<file path="src/rtl/rv32_pkg.sv">
// Shared RV32 definitions for the EX-stage branch resolution logic:
// funct3 branch encodings, the resolve FSM state type and the base XLEN.
package rv32_pkg;

  localparam int XLEN = 32;

  localparam logic [2:0] F3_BEQ  = 3'b000;
  localparam logic [2:0] F3_BNE  = 3'b001;
  localparam logic [2:0] F3_BLT  = 3'b100;
  localparam logic [2:0] F3_BGE  = 3'b101;
  localparam logic [2:0] F3_BLTU = 3'b110;
  localparam logic [2:0] F3_BGEU = 3'b111;

  typedef enum logic [1:0] {
    ST_IDLE     = 2'd0,
    ST_REDIRECT = 2'd1,
    ST_FLUSH    = 2'd2
  } bru_state_e;

endpackage

</file>
<file path="src/rtl/branch_cond_eval.sv">
// Combinational taken/not-taken decision for RV32 control flow, built from
// the comparator flags. Jumps are unconditionally taken.
module branch_cond_eval
  import rv32_pkg::*;
(
  input  logic       is_jal,
  input  logic       is_jalr,
  input  logic [2:0] funct3,
  input  logic       neq,
  input  logic       lt,
  input  logic       ltu,
  output logic       taken,
  output logic       is_cond
);

  assign is_cond = !(is_jal || is_jalr);

  always_comb begin
    taken = 1'b0;
    if (!is_cond) begin
      taken = 1'b1;
    end else begin
      // funct3 010/011 are not branch encodings and resolve not-taken
      case (funct3)
        F3_BEQ:  taken = !neq;
        F3_BNE:  taken = neq;
        F3_BLT:  taken = lt;
        F3_BGE:  taken = !lt;
        F3_BLTU: taken = ltu;
        F3_BGEU: taken = !ltu;
        default: taken = 1'b0;
      endcase
    end
  end

endmodule

</file>
<file path="src/rtl/branch_resolve_unit.sv">
// EX-stage branch resolution: taken decision, target generation, a held
// redirect offer to IF, a timed IF/ID flush and wrap-around statistics.
module branch_resolve_unit
  import rv32_pkg::*;
#(
  parameter int XLEN         = rv32_pkg::XLEN,
  parameter int FLUSH_CYCLES = 2,
  parameter int CNT_W        = 32
) (
  input  logic             clk,
  input  logic             rst,
  input  logic             br_valid_i,
  output logic             br_ready_o,
  input  logic             is_jal_i,
  input  logic             is_jalr_i,
  input  logic [2:0]       funct3_i,
  input  logic             neq_i,
  input  logic             b_is_zero_i,
  input  logic             lt_i,
  input  logic             ltu_i,
  input  logic [XLEN-1:0]  pc_i,
  input  logic [XLEN-1:0]  rs1_i,
  input  logic [XLEN-1:0]  imm_i,
  output logic             redirect_valid_o,
  input  logic             redirect_ready_i,
  output logic [XLEN-1:0]  redirect_pc_o,
  output logic [XLEN-1:0]  link_pc_o,
  output logic             flush_o,
  output logic             misalign_o,
  output logic [CNT_W-1:0] br_count_o,
  output logic [CNT_W-1:0] taken_count_o,
  output logic [CNT_W-1:0] zero_cmp_count_o,
  output bru_state_e       dbg_state_o
);

  // Handshakes: a transfer happens on a rising edge where valid and ready are
  // both high. Once raised, redirect_valid_o and redirect_pc_o stay stable
  // until redirect_ready_i; EX must hold br_valid_i and its operands until
  // br_ready_o.

  bru_state_e      state;
  bru_state_e      state_next;
  logic [3:0]      flush_cnt;
  logic            accept;
  logic            taken;
  logic            is_cond;
  logic            aligned;
  logic [XLEN-1:0] jalr_sum;
  logic [XLEN-1:0] target;

  branch_cond_eval u_cond (
    .is_jal  (is_jal_i),
    .is_jalr (is_jalr_i),
    .funct3  (funct3_i),
    .neq     (neq_i),
    .lt      (lt_i),
    .ltu     (ltu_i),
    .taken   (taken),
    .is_cond (is_cond)
  );

  assign accept    = br_valid_i && br_ready_o;
  assign jalr_sum  = rs1_i + imm_i;
  // JALR takes priority over JAL when both flags are set
  assign target    = is_jalr_i ? (jalr_sum & ~XLEN'(1)) : (pc_i + imm_i);
  assign aligned   = (target[1:0] == 2'b00);
  assign link_pc_o = pc_i + XLEN'(4);

  assign dbg_state_o = state;

  // State register
  always_ff @(posedge clk) begin
    if (rst) begin
      state <= ST_IDLE;
    end else begin
      state <= state_next;
    end
  end

  // Next-state logic
  always_comb begin
    state_next = state;
    case (state)
      ST_IDLE: begin
        if (accept && taken && aligned) state_next = ST_REDIRECT;
      end
      ST_REDIRECT: begin
        if (redirect_ready_i) state_next = ST_FLUSH;
      end
      ST_FLUSH: begin
        if (flush_cnt <= 4'd1) state_next = ST_IDLE;
      end
      default: state_next = ST_IDLE;
    endcase
  end

  // Outputs decoded from state
  always_comb begin
    br_ready_o       = 1'b0;
    redirect_valid_o = 1'b0;
    flush_o          = 1'b0;
    case (state)
      ST_IDLE:     br_ready_o       = 1'b1;
      ST_REDIRECT: redirect_valid_o = 1'b1;
      ST_FLUSH:    flush_o          = 1'b1;
      default:     br_ready_o       = 1'b0;
    endcase
  end

  // Redirect target, flush timer and misalign pulse
  always_ff @(posedge clk) begin
    if (rst) begin
      redirect_pc_o <= '0;
      flush_cnt     <= '0;
      misalign_o    <= 1'b0;
    end else begin
      misalign_o <= 1'b0;
      case (state)
        ST_IDLE: begin
          if (accept && taken) begin
            if (aligned) redirect_pc_o <= target;
            else         misalign_o    <= 1'b1;
          end
        end
        ST_REDIRECT: begin
          if (redirect_ready_i) flush_cnt <= 4'(FLUSH_CYCLES);
        end
        ST_FLUSH: begin
          flush_cnt <= flush_cnt - 4'd1;
        end
        default: flush_cnt <= '0;
      endcase
    end
  end

  // Statistics; misaligned jumps still count as taken
  always_ff @(posedge clk) begin
    if (rst) begin
      br_count_o       <= '0;
      taken_count_o    <= '0;
      zero_cmp_count_o <= '0;
    end else if (accept) begin
      br_count_o <= br_count_o + CNT_W'(1);
      if (taken) taken_count_o <= taken_count_o + CNT_W'(1);
      if (is_cond && b_is_zero_i) zero_cmp_count_o <= zero_cmp_count_o + CNT_W'(1);
    end
  end

endmodule

</file>
<file path="config.mk">
export PLATFORM = sky130hd
export DESIGN_NAME = branch_resolve_unit
export DESIGN_NICKNAME = d
export VERILOG_FILES = /design/src/rtl/rv32_pkg.sv /design/src/rtl/branch_cond_eval.sv /design/src/rtl/branch_resolve_unit.sv
export SDC_FILE = /design/constraint.sdc
export NUM_CORES = 1
export LEC_CHECK = 0
export BUFFER_PORTS_ARGS = -buffer_cell sky130_fd_sc_hd__buf_2
export CORE_UTILIZATION = 40
export CTS_CLUSTER_DIAMETER = 120
export DETAILED_ROUTE_END_ITERATION = 7
export SLEW_MARGIN = 20
export SYNTH_ARGS = -nofsm -noshare
export SYNTH_HDL_FRONTEND = slang
export SYNTH_SLANG_ARGS = --single-unit
</file>
<file path="constraint.sdc">
create_clock -name clk -period 3.6 [get_ports clk]
set_clock_uncertainty 0.1 [all_clocks]
set_input_delay 0.18 -clock clk [delete_from_list [all_inputs] [get_ports clk]]
set_output_delay 0.18 -clock clk [all_outputs]
set_load 0.02 [all_outputs]
</file>
==> results of run 1 <==
[sequential cells by signal, summed over array words and instances (netlist names)]
register and flops:
br_count_o 32, taken_count_o 32, misalign_o 1, redirect_pc_o 32, flush_cnt 4, dbg_state_o 2, zero_cmp_count_o 32
[per-layer routing]
layer  vias to the layer above  part of all wire, %
met5                         -                    0
li1                       4953                    -
met2                       280                   45
met3                        23                  5.7
met4                         0                  1.1
met1                      4569                   48
[path summary, 6_finish.rpt]
check	endpoint	start	slack, ns	cells past startpoint
hold / removal	redirect_pc_o[31]$_SDFFE_PP0P_	imm_i[31]	0.15	4
hold reg to reg	redirect_pc_o[2]$_SDFFE_PP0P_	redirect_pc_o[2]$_SDFFE_PP0P_	0.36	2
setup / recovery	zero_cmp_count_o[28]$_SDFFE_PP0P_	dbg_state_o[0]$_SDFFE_PP0P_	0.61	11
setup reg to reg	zero_cmp_count_o[28]$_SDFFE_PP0P_	dbg_state_o[0]$_SDFFE_PP0P_	0.61	11
[layout by cell type (no fill, tap or decap), types with 5 or more instances in the layout]
cell       count
clkbuf_16     17
nand2_1       92
a31oi_1       10
buf_4         18
o211ai_1       8
inv_1         31
nand4_1       33
a2111oi_0      5
a211oi_1      26
nand2b_1      11
nand3b_1       6
o21bai_1       6
xor2_1        81
xnor2_1       81
nor2b_1        9
nor3_1        27
a21boi_0       5
a21oi_1       69
ha_1          70
or2_2          7
a21o_1        28
dfxtp_1      135
or3_1         14
nor4_1         7
and3_1        26
o21a_1        12
nor2_1       176
buf_2        273
and4_1        11
o31ai_1        8
o21ai_0       40
nand3_1       58
and2_1        15
mux2i_1       16
inv_8          6
[stage by stage]
step	instances	total power [mW]	setup WS [ns]
floorplan	1236	2.433	0.6849
global placement	1797	2.813	0.4544
detailed placement	1797	2.819	0.3163
CTS	1830	4.637	0.5577
global route	1830	4.826	0.3067
finish	1830	4.598	0.6092
[worst max-delay path: stages (launching register included)]
cell and delay (ns):
dfxtp_1 0.33, inv_1 0.10, ha_1 0.27, and2_1 0.40, and3_1 0.45, nand3_1 0.19
nor4_1 0.34, buf_4 0.20, and2_1 0.18, nand3_1 0.11, xor2_1 0.16, nor2_1 0.05
[where the power goes]
part | leakage [nW] | switching, mW | total [mW] | internal, mW
Combinational | 4.05 | 0.736 | 1.21 | 0.476
Sequential | 1.09 | 0.0392 | 1.58 | 1.54
Clock | 0.292 | 0.803 | 1.80 | 1.00
[timing repair]
| item | 4_1_cts | 5_1_grt |
|---|---|---|
| hold buffers | 1 | 0 |
| endpoints found under the hold margin | 1 | 0 |
| gates resized for setup | 0 | 0 |
[final cells by class]
cell class / instances / area (um2)
Multi-Input combinational cell: 1021 / 6793
Clock buffer: 17 / 425.4
Inverter: 31 / 116.4
Tap cell: 319 / 399.1
Sequential cell: 135 / 2703
Fill cell: 2404 / 11620
Clock inverter: 15 / 180.2
Timing Repair Buffer: 292 / 1511
[kinds of logic after synthesis]
| family | Yosys count | share of synthesized area, % |
|---|---|---|
| AO/OA/AOI/OAI | 259 | 18.10 |
| XOR/XNOR | 162 | 14.48 |
| adder cells (fa/ha/maj) | 72 | 9.345 |
| buffers and inverters | 80 | 3.192 |
| flip-flops | 135 | 27.58 |
| multiplexers | 19 | 2.017 |
| AND/OR/NAND/NOR | 509 | 25.29 |
==> results.tsv, run 1 <==
stage	metric	value	unit
critical_path	worstSetupEndpointType	flop	
sta	period_needed	2.991	ns
logic_synthesis	ys_types	72	
clocking	postCtsSetupBuffers	0	
floorplan	core.rowCount	56	
placement	place.gp.congestion	0.8681	
logic_synthesis	async_flop_share	0	%
clocking	cts_root_buffer	clkbuf_16	
min_path	hold_class	input pin to flop	
critical_path	arrival	3.18	ns
grt	grt_pass1_vias	9007	
critical_path	start_kind	flop	
grt	grt_use_total	23.12	%
sta	setup_viol	0	
floorplan	start_util	41.26	%
sta	fin_tns_setup	0	ns
logic_synthesis	synth_top_area_share	27.58	%
grt	gr-usage-met1	31.48	%
cells_and_area	areaGrowthSynthToFinish	23.75	%
pwr	leakage	5.435	nW
sta	fmax	0.3344	GHz
critical_path	cp.required	3.79	ns
logic_synthesis	syn-num-nets	1417	
cells_and_area	finalNetCount	1679	
placement	portBuffers	274	
sta	slew-limit-headroom	31.81	%
logic_synthesis	synth.avg_cell_area	7.929	um2
routing	drtPass1Iterations	6	
logic_synthesis	ys.flop_type	dfxtp_1	
clocking	cts_buffers	17	
logic_synthesis	synth_edf_count	0	
routing	drtIter0Drc	553	
sta	tightest_slew	1.023	ns
logic_synthesis	ys_seq_elements	135	
logic_synthesis	yosys.area.top_type	dfxtp_1	
sta	whs	0.1464	ns
clocking	cts.reportedPaths.clkPinSlew	0.07	ns
grt	grt_pass1_wl	45690	um
logic_synthesis	yosysWarningCount	0	
grt	met2_usage	37.70	%
routing	num_vias	9825	
clocking	cts_tree	done	
grt	busiest_layer	met2	
cells_and_area	final_core_util	51.06	%
routing	drt-wirelength-per-cell	16.13	um
critical_path	path_class	flop to flop	
sta	fin_crit_sh	83.08	%
pwr	ir_drop	0.2663	mV
cells_and_area	drive_gt1_share	22.83	%
clocking	cts_sinks	135	
logic_synthesis	syn_inst	1236	
routing	vias_per_cell	5.369	
floorplan	die_h	158.5	um
floorplan	dieArea	0.02513	mm2
logic_synthesis	yosysMostFrequentCell	nor2_1	
sta	hold_violations	0	
cells_and_area	fin_area	0.01213	mm2
clocking	h-tree-depth	4	
clocking	clk_latency	0.42	ns
routing	drc_errors	0	
floorplan	coreArea	0.02375	mm2
floorplan	top_level_ports	275	
logic_synthesis	ys_seq_area_share	27.58	%
grt	overflow	0	
placement	hpwl	23140	um
critical_path	cp_max_fo	10	
pwr	power.density	379.2	mW/mm2
routing	ant_nets	0	
logic_synthesis	syn-cell-area	0.009801	mm2
floorplan	die_width	158.5	um
clocking	cts.path.max_buffers	2	
grt	met3_usage	4.137	%
cells_and_area	n_antenna_cell	0	
run	cap_violations	0	
logic_synthesis	synth_area_leaders	dfxtp_1 28%, ha_1 8.9%, xnor2_1 7.2%, xor2_1 7.2%, nor2_1 6.8%	
grt	antenna_found_initial	0	
routing	routed_wl	29520	um
outcome	status	finished, final reports clean	
placement	place_area	0.01151	mm2
sta	rsz0062_at_grt	false	
grt	grt_max_degree	88	
sta	finalMaxSlewViolations	0	
logic_synthesis	synth_common_cells	177 x nor2_1, 135 x dfxtp_1, 92 x nand2_1	
(Power assumes the default switching activity.)
==> run 2: changes to the inputs <==
PLACE_DENSITY = 0.66   (was not set)
clock period = 2.5 ns   (was 3.6 ns; I/O delays follow)
==> results.tsv, run 2 (synthesis results as in run 1) <==
stage	metric	value	unit	change
outcome	status	finished, final reports clean		unchanged
routing	drtIter0Drc	670		was 553
cells_and_area	final_cell_mix	273 x buf_2, 178 x buf_4, 174 x nor2_1		was 273 x buf_2, 176 x nor2_1, 135 x dfxtp_1
grt	busiest_layer	met2		unchanged
critical_path	start_kind	input pin		was flop
floorplan	dieArea	0.02513	mm2	unchanged
sta	fin_tns_setup	0	ns	unchanged
pwr	ir_drop	0.5065	mV	was 0.2663 mV
placement	portBuffers	274		unchanged
sta	hold_violations	0		unchanged
grt	overflow	0		unchanged
clocking	cts_buffers	17		unchanged
routing	drt-wirelength-per-cell	15.64	um	was 16.13 um
critical_path	crit_path_max_incr_delay	0.34	ns	was 0.45 ns
grt	grt_pass1_wl	48270	um	was 45690 um
floorplan	start_util	41.26	%	unchanged
cells_and_area	seq_area	0.002703	mm2	unchanged
cells_and_area	final_core_util	57.16	%	was 51.06%
critical_path	worstSetupEndpointType	flop		unchanged
clocking	clk_latency	0.42	ns	about the same
grt	antenna_found_initial	1		was 0
sta	period_needed	2.405	ns	
sta	tightest_slew	0.6240	ns	was 1.023 ns
placement	place.gp.congestion	0.9625		was 0.8681
sta	fmax	0.4158	GHz	
sta	setup_viol	0		unchanged
cells_and_area	areaGrowthSynthToFinish	38.53	%	was 23.75%
routing	drc_errors	0		unchanged
critical_path	path_class	input pin to flop		was flop to flop
clocking	h-tree-depth	4		unchanged
clocking	cts_tree	done		unchanged
clocking	cts.path.max_buffers	2		unchanged
clocking	cts_sinks	135		unchanged
pwr	power.density	511.0	mW/mm2	was 379.2 mW/mm2
cells_and_area	layout.cells.most_common	buf_2		unchanged
min_path	hold_class	input pin to flop		unchanged
cells_and_area	finalNetCount	1842		was 1679
grt	grt_pass1_vias	9927		was 9007
sta	whs	0.1010	ns	was 0.1464 ns
grt	met2_usage	41.50	%	was 37.70%
cells_and_area	multiInputGateArea	0.007004	mm2	was 0.006793 mm2
floorplan	die_width	158.5	um	unchanged
floorplan	top_level_ports	275		unchanged
clocking	cts_root_buffer	clkbuf_16		unchanged
grt	grt_use_total	24.28	%	was 23.12%
cells_and_area	drive_gt1_share	32.16	%	was 22.83%
floorplan	coreArea	0.02375	mm2	unchanged
routing	drtPass1Iterations	6		unchanged
placement	hpwl	25250	um	was 23140 um
routing	vias_per_cell	5.304		was 5.369
sta	fin_crit_sh	96.20	%	
routing	routed_wl	31160	um	was 29520 um
floorplan	core.rowCount	56		unchanged
critical_path	cp_slowest_cell	fa_2		was and3_1
grt	grt_max_degree	75		was 88
critical_path	cp.required	2.71	ns	was 3.79 ns
sta	slew-limit-headroom	58.40	%	was 31.81%
critical_path	crit_chain	buf_2 > and2_1 > fa_2 > a21o_1 > a31o_2 > a211oi_2 > o311ai_2 > a311oi_2 > buf_4 > xnor2_1 > nor2_1 > a2111oi_2		was inv_1 > ha_1 > and2_1 > and3_1 > nand3_1 > nor4_1 > buf_4 > and2_1 > nand3_1 > xor2_1 > nor2_1
critical_path	cp_max_fo	3		was 10
pwr	leakage	6.289	nW	was 5.435 nW
routing	ant_nets	0		unchanged
grt	met3_usage	4.600	%	was 4.137%
routing	num_vias	10570		was 9825
clocking	cts.reportedPaths.clkPinSlew	0.06	ns	was 0.07 ns
critical_path	arrival	2.61	ns	was 3.18 ns
cells_and_area	n_antenna_cell	0		unchanged
cells_and_area	fill_cells	2237		was 2404
run	cap_violations	0		unchanged
grt	gr-usage-met1	29.99	%	was 31.48%
sta	finalMaxSlewViolations	0		unchanged
floorplan	die_h	158.5	um	unchanged
## run 2: cell types whose count changed in the layout (fill, tap and decap cells not counted), sizes merged
cell,change
clkinv,+1
dlygate4sd3,+1
clkinvlp,+1
bufinv,+1
inv,-4
buf,+162
## run 2: report_power, final
group          switching, mW  total [mW]  internal (mW)
logic                   1.15        2.10          0.947
clock network           1.06        2.55           1.49
registers             0.0611        2.29           2.22
total                   2.27        6.94           4.67
## run 2: layout make-up
class                      count  area share (%)
inverter                      31          0.8571
clock buffer                  17           3.133
clock inverter                14           1.226
multi-input combinational   1021           51.59
sequential                   135           19.91
timing repair buffer         455           20.35
tap                          319           2.940
## run 2: critical path: cells and delay by family
family                   cells  cell delay [ns]
XOR/XNOR                     1             0.11
AND/OR/NAND/NOR              2             0.23
AO/OA/AOI/OAI                6             1.54
adder cells (fa/ha/maj)      1             0.34
buffers and inverters        2             0.26
## run 2: through the flow
stage | total power [mW] | cell area (um2) | instances | worst slack (ns)
floorplan | 3.517 | 9910 | 1236 | -0.02403
global placement | 4.374 | 12850 | 1957 | -0.3831
detailed placement | 4.389 | 12850 | 1957 | -0.3888
CTS | 6.963 | 13480 | 1992 | 0.01575
global route | 7.278 | 13580 | 1992 | -0.02929
finish | 6.938 | 13580 | 1992 | 0.09497
## run 2: path summary, 6_finish.rpt
path | from | to | slack, ns | cells past startpoint
hold reg to reg | redirect_pc_o[2]$_SDFFE_PP0P_ | redirect_pc_o[2]$_SDFFE_PP0P_ | 0.36 | 2
setup reg to reg | dbg_state_o[0]$_SDFFE_PP0P_ | zero_cmp_count_o[29]$_SDFFE_PP0P_ | 0.18 | 11
hold / removal | imm_i[31] | redirect_pc_o[31]$_SDFFE_PP0P_ | 0.10 | 4
setup / recovery | imm_i[0] | redirect_pc_o[20]$_SDFFE_PP0P_ | 0.09 | 12
## run 2: routing by layer
layer,up-vias,wire length [um]
li1,5269,-
met4,2,842
met1,4914,13990
met2,326,14560
met5,-,13
met3,55,1751
## run 2: what timing repair did
| item | CTS | global route |
|---|---|---|
| cloned | 0 | 0 |
| endpoints found under the setup margin | 5 | 31 |
| pin swaps | 1 | 7 |
| buffers inserted | 2 | 0 |
| hold buffers | 2 | 0 |
| resized for setup | 3 | 22 |
| hold endpoints to repair | 9 | 0 |
==> run 3: changes to the inputs <==
--- a/config.mk
+++ b/config.mk
@@ -8,6 +8,7 @@
 export BUFFER_PORTS_ARGS = -buffer_cell sky130_fd_sc_hd__buf_2
-export CORE_UTILIZATION = 40
+export CORE_MARGIN = 1.5
+export CORE_UTILIZATION = 49
 export CTS_CLUSTER_DIAMETER = 120
 export DETAILED_ROUTE_END_ITERATION = 7
-export PLACE_DENSITY = 0.66
+export PLACE_DENSITY = 0.79
 export SLEW_MARGIN = 20
==> constraint.sdc (replaced) <==
create_clock -name clk -period 2.5 [get_ports clk]
set_clock_uncertainty 0.1 [all_clocks]
set_input_delay 0.5 -clock clk [delete_from_list [all_inputs] [get_ports clk]]
set_output_delay 0.5 -clock clk [all_outputs]
set_load 0.02 [all_outputs]
==> results.tsv, run 3 (synthesis results as in run 1) <==
stage	metric	value	unit	change
critical_path	rr_endpoint	zero_cmp_count_o[24]$_SDFFE_PP0P_		was zero_cmp_count_o[29]$_SDFFE_PP0P_
cells_and_area	layout.cells.most_common	buf_2		unchanged
routing	routed_wl	36350	um	was 31160 um
critical_path	reg2reg_depth	10		was 11
routing	ant_nets	0		unchanged
clocking	cts.path.max_buffers	2		unchanged
cells_and_area	fill_cells	1228		was 2237
routing	drc_errors	0		unchanged
sta	period_needed	2.744	ns	was 2.405 ns
floorplan	top_level_ports	275		unchanged
sta	rsz0062_at_grt	true		
critical_path	cp_max_fo	4		was 3
sta	finalMaxSlewViolations	0		unchanged
routing	drtPass1Iterations	5		was 6
placement	place.gp.congestion	0.9975		was 0.9625
floorplan	die_h	144.4	um	was 158.5 um
clocking	cts_root_buffer	clkbuf_16		unchanged
sta	fin_crit_sh	109.7	%	was 96.20%
cells_and_area	drive_gt1_share	41.60	%	was 32.16%
critical_path	cpMostUsedCell	buf_4		
clocking	cts_buffers	17		unchanged
placement	hpwl	25310	um	was 25250 um
critical_path	crit_path_end	link_pc_o[29]		was redirect_pc_o[20]$_SDFFE_PP0P_
clocking	clk_latency	0.42	ns	about the same
pwr	leakage	6.876	nW	was 6.289 nW
critical_path	cp_slowest_cell	nor2_2		was fa_2
grt	grt_use_total	31.44	%	was 24.28%
outcome	violations	negative setup slack		
routing	drt-wirelength-per-cell	18.15	um	was 15.64 um
sta	setup_viol	27		was 0
grt	grt_max_degree	64		was 75
clocking	ctsHoldBuffers	0		was 2
cells_and_area	areaGrowthSynthToFinish	55.10	%	was 38.53%
floorplan	die_width	144.4	um	was 158.5 um
grt	grt_pass1_vias	10900		was 9927
floorplan	core.rowCount	51		was 56
cells_and_area	multiInputGateArea	0.007931	mm2	was 0.007004 mm2
pwr	power.density	485.3	mW/mm2	was 511.0 mW/mm2
sta	fmax	0.3645	GHz	was 0.4158 GHz
cells_and_area	n_antenna_cell	0		unchanged
sta	tightest_slew	0.5257	ns	was 0.6240 ns
sta	slew-limit-headroom	64.65	%	was 58.40%
floorplan	dieArea	0.02086	mm2	was 0.02513 mm2
clocking	cts_sinks	135		unchanged
critical_path	crit_path_start	pc_i[5]		was imm_i[0]
critical_path	reg2reg_slack	0.20	ns	was 0.18 ns
cells_and_area	final_cell_mix	247 x buf_2, 234 x buf_4, 165 x nor2_1		was 273 x buf_2, 178 x buf_4, 174 x nor2_1
placement	portBuffers	274		unchanged
cells_and_area	finalNetCount	1906		was 1842
clocking	cts_tree	done		unchanged
placement	place_ws	-0.8088	ns	was -0.3888 ns
grt	antenna_found_initial	0		was 1
critical_path	arrival	2.14	ns	was 2.61 ns
clocking	h-tree-depth	4		unchanged
floorplan	start_util	50.19	%	was 41.26%
critical_path	start_kind	input pin		unchanged
routing	num_vias	11650		was 10570
clocking	cts.reportedPaths.clkPinSlew	0.06	ns	about the same
pwr	total_power	7.378	mW	was 6.938 mW
critical_path	worstSetupEndpointType	primary output		was flop
cells_and_area	seq_area	0.002703	mm2	unchanged
grt	grt_pass1_wl	52120	um	was 48270 um
grt	overflow	0		unchanged
routing	drtIter0Drc	1000		was 670
sta	finalWorstSetupSlack	-0.2437	ns	was 0.09497 ns
run	cap_violations	0		unchanged
critical_path	cp.required	1.90	ns	was 2.71 ns
critical_path	crit_chain	buf_8 > and3_4 > and2_4 > nand4_1 > nor2_2 > nand2_2 > nor3_2 > buf_4 > nand3_4 > xnor2_2 > buf_4		was buf_2 > and2_1 > fa_2 > a21o_1 > a31o_2 > a211oi_2 > o311ai_2 > a311oi_2 > buf_4 > xnor2_1 > nor2_1 > a2111oi_2
critical_path	worst_r2r_startpoint	dbg_state_o[0]$_SDFFE_PP0P_		unchanged
critical_path	crit_path_max_incr_delay	0.21	ns	was 0.34 ns
min_path	hold_class	input pin to flop		unchanged
floorplan	coreArea	0.01953	mm2	was 0.02375 mm2
pwr	ir_drop	0.4560	mV	was 0.5065 mV
sta	hold_violations	0		unchanged
critical_path	path_class	input pin to primary output		was input pin to flop
outcome	status	complete, but fails checks		was finished, final reports clean
routing	vias_per_cell	5.818		was 5.304
## run 3: changes by cell type in the layout (fill, tap and decap cells not counted), sizes merged
| cell | previous run | this run |
|---|---|---|
| inv | 37 | 39 |
| clkinvlp | 3 | 1 |
| clkinv | 3 | 5 |
| bufinv | 2 | 0 |
| buf | 453 | 517 |
| clkbuf | 17 | 20 |
| dlygate4sd3 | 2 | 0 |
## run 3: final cells by class
| cell class | instances | share of cell area, % |
|---|---|---|
| well taps | 265 | 2.181 |
| inverters | 31 | 0.7655 |
| flip-flops and latches | 135 | 17.78 |
| clock inverters | 14 | 0.8560 |
| multi-input cells | 1021 | 52.18 |
| clock buffers | 18 | 2.889 |
| repair buffers | 519 | 23.35 |
## run 3: repair_timing
action,in CTS,in global routing
gates resized for setup,109,125
cloned,2,2
endpoints found under the setup margin,47,68
setup buffers,17,20
pin swaps,54,66
## run 3: worst min-delay path by stage
stage	start	end	slack (ns)	depth (start not counted)
3_5_place_dp	redirect_pc_o[2]$_SDFFE_PP0P_	redirect_pc_o[2]$_SDFFE_PP0P_	0.35	2
2_1_floorplan	flush_cnt[3]$_SDFFE_PP0P_	flush_cnt[3]$_SDFFE_PP0P_	0.36	2
5_1_grt	redirect_ready_i	dbg_state_o[1]$_SDFFE_PP0P_	0.31	3
3_3_place_gp	redirect_pc_o[2]$_SDFFE_PP0P_	redirect_pc_o[2]$_SDFFE_PP0P_	0.34	2
4_1_cts	redirect_ready_i	dbg_state_o[1]$_SDFFE_PP0P_	0.29	3
6_report	redirect_ready_i	dbg_state_o[1]$_SDFFE_PP0P_	0.31	3
## run 3: metal layers
| metal | track usage, % | share of wire (%) | routed length [um] |
|---|---|---|---|
| met5 | 0 | 0 | 0 |
| met4 | 14.51 | 4.8 | 1758 |
| met2 | 55.33 | 49 | 17780 |
| met1 | 36.68 | 39 | 14040 |
| met3 | 6.225 | 7.7 | 2782 |
## run 3: worst max-delay path: cells and delay by family
| kind | cells | cell delay [ns] |
|---|---|---|
| XOR/XNOR | 1 | 0.14 |
| AND/OR/NAND/NOR | 7 | 1.07 |
| buffers and inverters | 3 | 0.41 |
## run 3: where the power goes
part	switching, mW	internal (mW)	total [mW]
sequential	0.0665	2.22	2.29
clock	1.10	1.34	2.44
combinational	1.42	1.23	2.64
total	2.59	4.79	7.38
## run 3: through the flow
stage	hold WS [ns]	setup TNS [ns]	utilization [%]	instances	area, um2
4_1_cts	0.2888	-2.573	73.90	1984	14430
5_1_grt	0.3067	-5.301	77.85	2003	15200
3_3_place_gp	0.3443	-22.13	67.44	1935	13170
6_report	0.3098	-3.277	77.85	2003	15200
2_1_floorplan	0.3573	-1.712	-	1236	10070
3_5_place_dp	0.3499	-24.41	67.44	1935	13170
